<file path="src/rtl/opb_register_simulink2ppc_bank.sv">
// OPB slave exposing a bank of user-captured 32-bit words to the PPC, with
// freeze, new-data and overflow status for coherent software snapshots.
module opb_register_simulink2ppc_bank #(
  parameter logic [31:0] C_BASEADDR   = 32'h01010100,
  parameter logic [31:0] C_HIGHADDR   = 32'h010101FF,
  parameter int unsigned C_OPB_AWIDTH = 32,
  parameter int unsigned C_OPB_DWIDTH = 32,
  parameter int unsigned C_NUM_REGS   = 4
) (
  input  logic                        OPB_Clk,
  input  logic                        OPB_Rst_n,
  input  logic [0:C_OPB_AWIDTH-1]     OPB_ABus,
  input  logic [0:C_OPB_DWIDTH/8-1]   OPB_BE,
  input  logic [0:C_OPB_DWIDTH-1]     OPB_DBus,
  input  logic                        OPB_RNW,
  input  logic                        OPB_select,
  input  logic                        OPB_seqAddr,
  output logic [0:C_OPB_DWIDTH-1]     Sl_DBus,
  output logic                        Sl_xferAck,
  output logic                        Sl_errAck,
  output logic                        Sl_retry,
  output logic                        Sl_toutSup,
  input  logic [32*C_NUM_REGS-1:0]    user_data_in,
  input  logic                        user_valid,
  output logic                        user_frozen
);

  localparam int unsigned OFF_W = 30;

  typedef enum logic {ST_IDLE = 1'b0, ST_ACK = 1'b1} state_t;

  state_t                    state_q, state_d;
  logic [31:0]               abus;
  logic [31:0]               addr_off;
  logic                      hit;
  logic [OFF_W-1:0]          off_q;
  logic                      rnw_q, be_hi_q, be_lo_q, wbit31_q, wbit1_q;
  logic [32*C_NUM_REGS-1:0]  data_q;
  logic                      new_data_q, freeze_q;
  logic [15:0]               ovf_q;
  logic [31:0]               cap_cnt_q;
  logic                      ack_cyc, wr_status, rd_status, capture, ovf_inc, ovf_clr;
  logic [31:0]               rdata;
  logic                      unused_sink;

  assign abus     = OPB_ABus;
  assign addr_off = abus - C_BASEADDR;
  assign hit      = OPB_select && (abus >= C_BASEADDR) && (abus <= C_HIGHADDR);

  // Bus handshake state register
  always_ff @(posedge OPB_Clk or negedge OPB_Rst_n) begin
    if (!OPB_Rst_n) state_q <= ST_IDLE;
    else            state_q <= state_d;
  end

  always_comb begin
    state_d = state_q;
    case (state_q)
      ST_IDLE: if (hit) state_d = ST_ACK;
      ST_ACK:  state_d = ST_IDLE;
      default: state_d = ST_IDLE;
    endcase
  end

  // Transfer attributes are held from acceptance so the ACK cycle does not
  // depend on the master keeping the bus stable.
  always_ff @(posedge OPB_Clk or negedge OPB_Rst_n) begin
    if (!OPB_Rst_n) begin
      off_q    <= '0;
      rnw_q    <= 1'b0;
      be_hi_q  <= 1'b0;
      be_lo_q  <= 1'b0;
      wbit31_q <= 1'b0;
      wbit1_q  <= 1'b0;
    end else if (state_q == ST_IDLE && hit) begin
      off_q    <= addr_off[31:2];
      rnw_q    <= OPB_RNW;
      be_hi_q  <= OPB_BE[0];
      be_lo_q  <= OPB_BE[3];
      wbit31_q <= OPB_DBus[0];
      wbit1_q  <= OPB_DBus[30];
    end
  end

  always_comb begin
    ack_cyc   = (state_q == ST_ACK);
    wr_status = ack_cyc && !rnw_q && (off_q == OFF_W'(C_NUM_REGS));
    rd_status = ack_cyc &&  rnw_q && (off_q == OFF_W'(C_NUM_REGS));
    capture   = user_valid && !freeze_q;
    ovf_inc   = user_valid &&  freeze_q;
    ovf_clr   = wr_status && be_hi_q && wbit31_q;
  end

  // Capture bank and status; a capture beats a status-read clear of new_data
  always_ff @(posedge OPB_Clk or negedge OPB_Rst_n) begin
    if (!OPB_Rst_n) begin
      data_q     <= '0;
      new_data_q <= 1'b0;
      freeze_q   <= 1'b0;
      ovf_q      <= '0;
      cap_cnt_q  <= '0;
    end else begin
      if (capture) begin
        data_q     <= user_data_in;
        cap_cnt_q  <= cap_cnt_q + 32'd1;
        new_data_q <= 1'b1;
      end else if (rd_status) begin
        new_data_q <= 1'b0;
      end
      if (wr_status && be_lo_q) freeze_q <= wbit1_q;
      if (ovf_clr)                            ovf_q <= {15'd0, ovf_inc};
      else if (ovf_inc && ovf_q != 16'hFFFF) ovf_q <= ovf_q + 16'd1;
    end
  end

  always_comb begin
    rdata = '0;
    if (ack_cyc && rnw_q) begin
      for (int unsigned k = 0; k < C_NUM_REGS; k++) begin
        if (off_q == OFF_W'(k)) rdata = data_q[32*k +: 32];
      end
      if (off_q == OFF_W'(C_NUM_REGS))
        rdata = {8'h00, ovf_q, 6'b000000, freeze_q, new_data_q};
      else if (off_q == OFF_W'(C_NUM_REGS + 1))
        rdata = cap_cnt_q;
    end
  end

  assign Sl_DBus     = rdata;
  assign Sl_xferAck  = ack_cyc;
  assign Sl_errAck   = 1'b0;
  assign Sl_retry    = 1'b0;
  assign Sl_toutSup  = 1'b0;
  assign user_frozen = freeze_q;

  assign unused_sink = ^{OPB_seqAddr, OPB_BE[1:2], OPB_DBus[1:29], OPB_DBus[31], addr_off[1:0]};

endmodule

</file>
<file path="config.mk">
export PLATFORM = sky130hd
export DESIGN_NAME = opb_register_simulink2ppc_bank
export DESIGN_NICKNAME = d
export VERILOG_FILES = /design/src/rtl/opb_register_simulink2ppc_bank.sv
export SDC_FILE = /design/constraint.sdc
export NUM_CORES = 1
export LEC_CHECK = 0
export ABC_AREA = 1
export CAP_MARGIN = 40
export CORE_MARGIN = 3
export CORE_UTILIZATION = 45
export DETAILED_ROUTE_END_ITERATION = 8
export GPL_TIMING_DRIVEN = 1
export PLACE_DENSITY_LB_ADDON = 0.25
export SLEW_MARGIN = 10
export SYNTH_ARGS = -nofsm -noshare
export SYNTH_HDL_FRONTEND = slang
export SYNTH_SLANG_ARGS = --single-unit
</file>
<file path="constraint.sdc">
create_clock -name OPB_Clk -period 4.57 [get_ports OPB_Clk]
set_input_delay 0.914 -clock OPB_Clk [delete_from_list [all_inputs] [get_ports OPB_Clk]]
set_output_delay 0.914 -clock OPB_Clk [all_outputs]
set_load 0.02 [all_outputs]
</file>
==> flow_metrics.env <==
export IMPL_status="finished, final reports clean"
export IMPL_synthArstFlopShare_pct=100
export IMPL_first_global_vias=10500
export IMPL_die_w_um=167
export IMPL_dieArea_um2=27800
export IMPL_synth_seq_cells=214
export IMPL_synth_cell_area_um2=11600
export IMPL_arrival_ns=3.38
export IMPL_wl_per_cell_um=16.3
export IMPL_diodes=0
export IMPL_final_core_util_pct=58.4
export IMPL_clock_sinks=214
export IMPL_combPwrFrac_pct=9.8
export IMPL_die_y_um=167
export IMPL_ant_nets=0
export IMPL_setup_tns_ns=0
export IMPL_timing_critical_path_buf_inv=3
export IMPL_synth_area_leaders="dfrtp_1, nand2_1, inv_1"
export IMPL_hpwl_um=24200
export IMPL_cp_max_fo=18
export IMPL_post_route_cells_drive_above_1_share_pct=6.19
export IMPL_required_ns=3.66
export IMPL_period_share_pct=93.9
export IMPL_p_sw_mw=1.12
export IMPL_ys_warn_count=0
export IMPL_placed_area_um2=13800
export IMPL_grtUsageTotal_pct=24.1
export IMPL_io_buffer_count=202
export IMPL_slew_headroom_pct=44.1
export IMPL_clkPwrFrac_pct=44.6
export IMPL_grt_pass1_wl_um=54900
export IMPL_yosysTopAreaCell="dfrtp_1"
export IMPL_min_path_type="primary input to asynchronous set/reset pin"
export IMPL_synth_cell_types=39
export IMPL_hold_violations=0
export IMPL_cts_tree="yes"
export IMPL_power_density_nw_per_um2=313
export IMPL_drc=0
export IMPL_power_internal_mw=3.50
export IMPL_vias=10800
export IMPL_clk_pin_slew_ns=0.06
export IMPL_holdBufCountCts=0
export IMPL_row_count=58
export IMPL_antenna_found_initial=8
export IMPL_drt_vias_per_instance=5.14
export IMPL_drt_total_wl_um=34000
export IMPL_crit_chain="inv_2 -> nor2_2 -> nand2_1 -> nor2_4 -> nand3_2 -> buf_4 -> nand2_1 -> nand3_1 -> nand2_1 -> nand2_1 -> a21oi_1 -> clkdlybuf4s50_1"
export IMPL_finalInstanceArea_um2=14800
export IMPL_synthFlopType="dfrtp_1"
export IMPL_maxCapViolations=0
export IMPL_first_iter_violations=1076
export IMPL_h_tree_depth=1
export IMPL_path_class="flop to primary output"
export IMPL_cts_root_buf="clkbuf_16"
export IMPL_worst_setup_path_end_kind="primary output"
export IMPL_power_share_switching_pct=24.2
export IMPL_ir_drop_v=0.000238
export IMPL_synth_edff_count=0
export IMPL_cts_path_max_buffers=3
export IMPL_synth_avg_cell_area_um2=7.40
export IMPL_max_stage_delay_ns=0.63
export IMPL_fin_hold_ws_ns=0.189
export IMPL_rsz0062_at_grt="false"
export IMPL_sequentialPowerShare_pct=45.6
export IMPL_drt_pass1_iterations=5
export IMPL_fin_skew_ns=0.0137
export IMPL_numCtsBuffers=24
export IMPL_worst_pin_slew_ns=0.839
export IMPL_place_gp_congestion=0.868
export IMPL_grt_max_degree=101
export IMPL_clock_fmax_ghz=0.233
export IMPL_ioPinCount=239
export IMPL_clk_latency_ns=0.52
export IMPL_ys_seq_area_share_pct=46.1
export IMPL_min_period_ns=4.29
export IMPL_setup_viol=0
export IMPL_leakage_nw=7.21
export IMPL_syn_inst=1570
export IMPL_slew_violations=0
export IMPL_coreArea_um2=25300
export IMPL_netlist_area_leader_share_pct=46.1
export IMPL_crit_slowest_cell="clkdlybuf4s50_1"
export IMPL_path_common_cell="nand2_1"
export IMPL_nNetsFinal=1948
export IMPL_syn_to_final_growth_pct=27.1
export IMPL_grt_ovfl_total=0
export IMPL_start_util_pct=46.0
export IMPL_crit_path_start_kind="flop"
export IMPL_cp_top_family="simple AND/OR/NAND/NOR gates"
cell usage after synthesis, drive strengths merged, types with 8 or more instances:
library cell and number:
nor4 10, o21ai 123, nand3b 19, xor2 26, o211ai 32, nor2 93, clkbuf 30, buf 48
nand3 100, nor3 21, dfrtp 214, a21oi 51, xnor2 8, inv 175, nand4 20, nand2 586
cell families after synthesis:
family	share of synthesized area (%)
other	0.0323
buffers and inverters	9.17
flip-flops	46.1
AND/OR/NAND/NOR	31.9
AO/OA/AOI/OAI	9.75
XOR/XNOR	2.56
adder cells (fa/ha/maj)	0.431
routing by layer:
metal	up-vias	wire (um)	GRT usage, %
met1	4942	14500	32.8
li1	5329	-	-
met5	-	92	0
met4	16	1000	6.53
met2	392	15800	39.0
met3	74	2630	5.65
what timing repair did:
item	4_1_cts	5_1_grt
endpoints found under the hold margin	0	0
setup endpoints to repair	0	3
gates resized for setup	0	3
setup buffers	0	2
placed cells by master (no fill, tap or decap), types with 8 or more instances in the layout:
cell,netlist,layout
o21ai_1,17,17
clkdlybuf4s50_1,0,201
o211ai_1,32,32
xnor2_1,8,8
nor4_1,8,8
nand3b_1,19,19
nor2_1,79,79
inv_1,163,163
nor3_1,20,20
nand2_1,580,580
o21ai_0,106,106
a21oi_1,51,51
xor2_1,26,26
dfrtp_1,214,214
nand3_1,93,93
clkbuf_16,0,25
buf_4,11,15
nand4_1,19,19
inv_2,12,11
clkinv_2,0,9
final cells by class:
| type | count | area (um2) |
|---|---|---|
| clock inverters | 15 | 191 |
| multi-input cells | 1103 | 5210 |
| fillers | 2320 | 10500 |
| clock buffers | 29 | 659 |
| flip-flops and latches | 214 | 5360 |
| well taps | 330 | 413 |
| repair buffers | 222 | 2260 |
| inverters | 177 | 666 |
power groups by stage:
stage                     Sequential (mW)  Clock [mW]  Combinational, mW
after global routing                 2.12        2.17              0.517
after global placement               2.14           0              0.441
after CTS                            2.11        2.10              0.455
final                                2.11        2.06              0.453
after floorplan                      2.12           0              0.207
after detailed placement             2.14           0              0.450
worst paths after layout:
| kind | end | cells after the start | from | slack, ns |
|---|---|---|---|---|
| max | Sl_DBus[8] | 12 | off_q[0]$_DFFE_PN0P_ | 0.28 |
| min | data_q[59]$_DFFE_PN0P_ | 1 | OPB_Rst_n | 0.19 |
| max reg2reg | ovf_q[9]$_DFFE_PN0P_ | 10 | ovf_q[0]$_DFFE_PN0P_ | 1.77 |
| min reg2reg | data_q[63]$_DFFE_PN0P_ | 2 | data_q[63]$_DFFE_PN0P_ | 0.46 |
| max in group asynchronous | Sl_xferAck$_DFF_PN0_ | 3 | OPB_Rst_n | 3.18 |
| min in group OPB_Clk | data_q[63]$_DFFE_PN0P_ | 2 | data_q[63]$_DFFE_PN0P_ | 0.46 |
flip-flops by register name, indices dropped and copies added, names as in the netlist:
signal and count:
data_q 128, cap_cnt_q 32, off_q 30, ovf_q 16
Sl_xferAck 1, be_hi_q 1, be_lo_q 1, new_data_q 1
rnw_q 1, user_frozen 1, wbit1_q 1, wbit31_q 1
stage by stage:
step	power, mW	std cells	setup WS, ns
finish	4.62	2090	0.277
global route	4.81	2090	0.0490
floorplan	2.33	1572	1.93
global placement	2.58	2042	0.803
CTS	4.66	2086	0.200
detailed placement	2.59	2042	0.770
(Power assumes the default switching activity.)
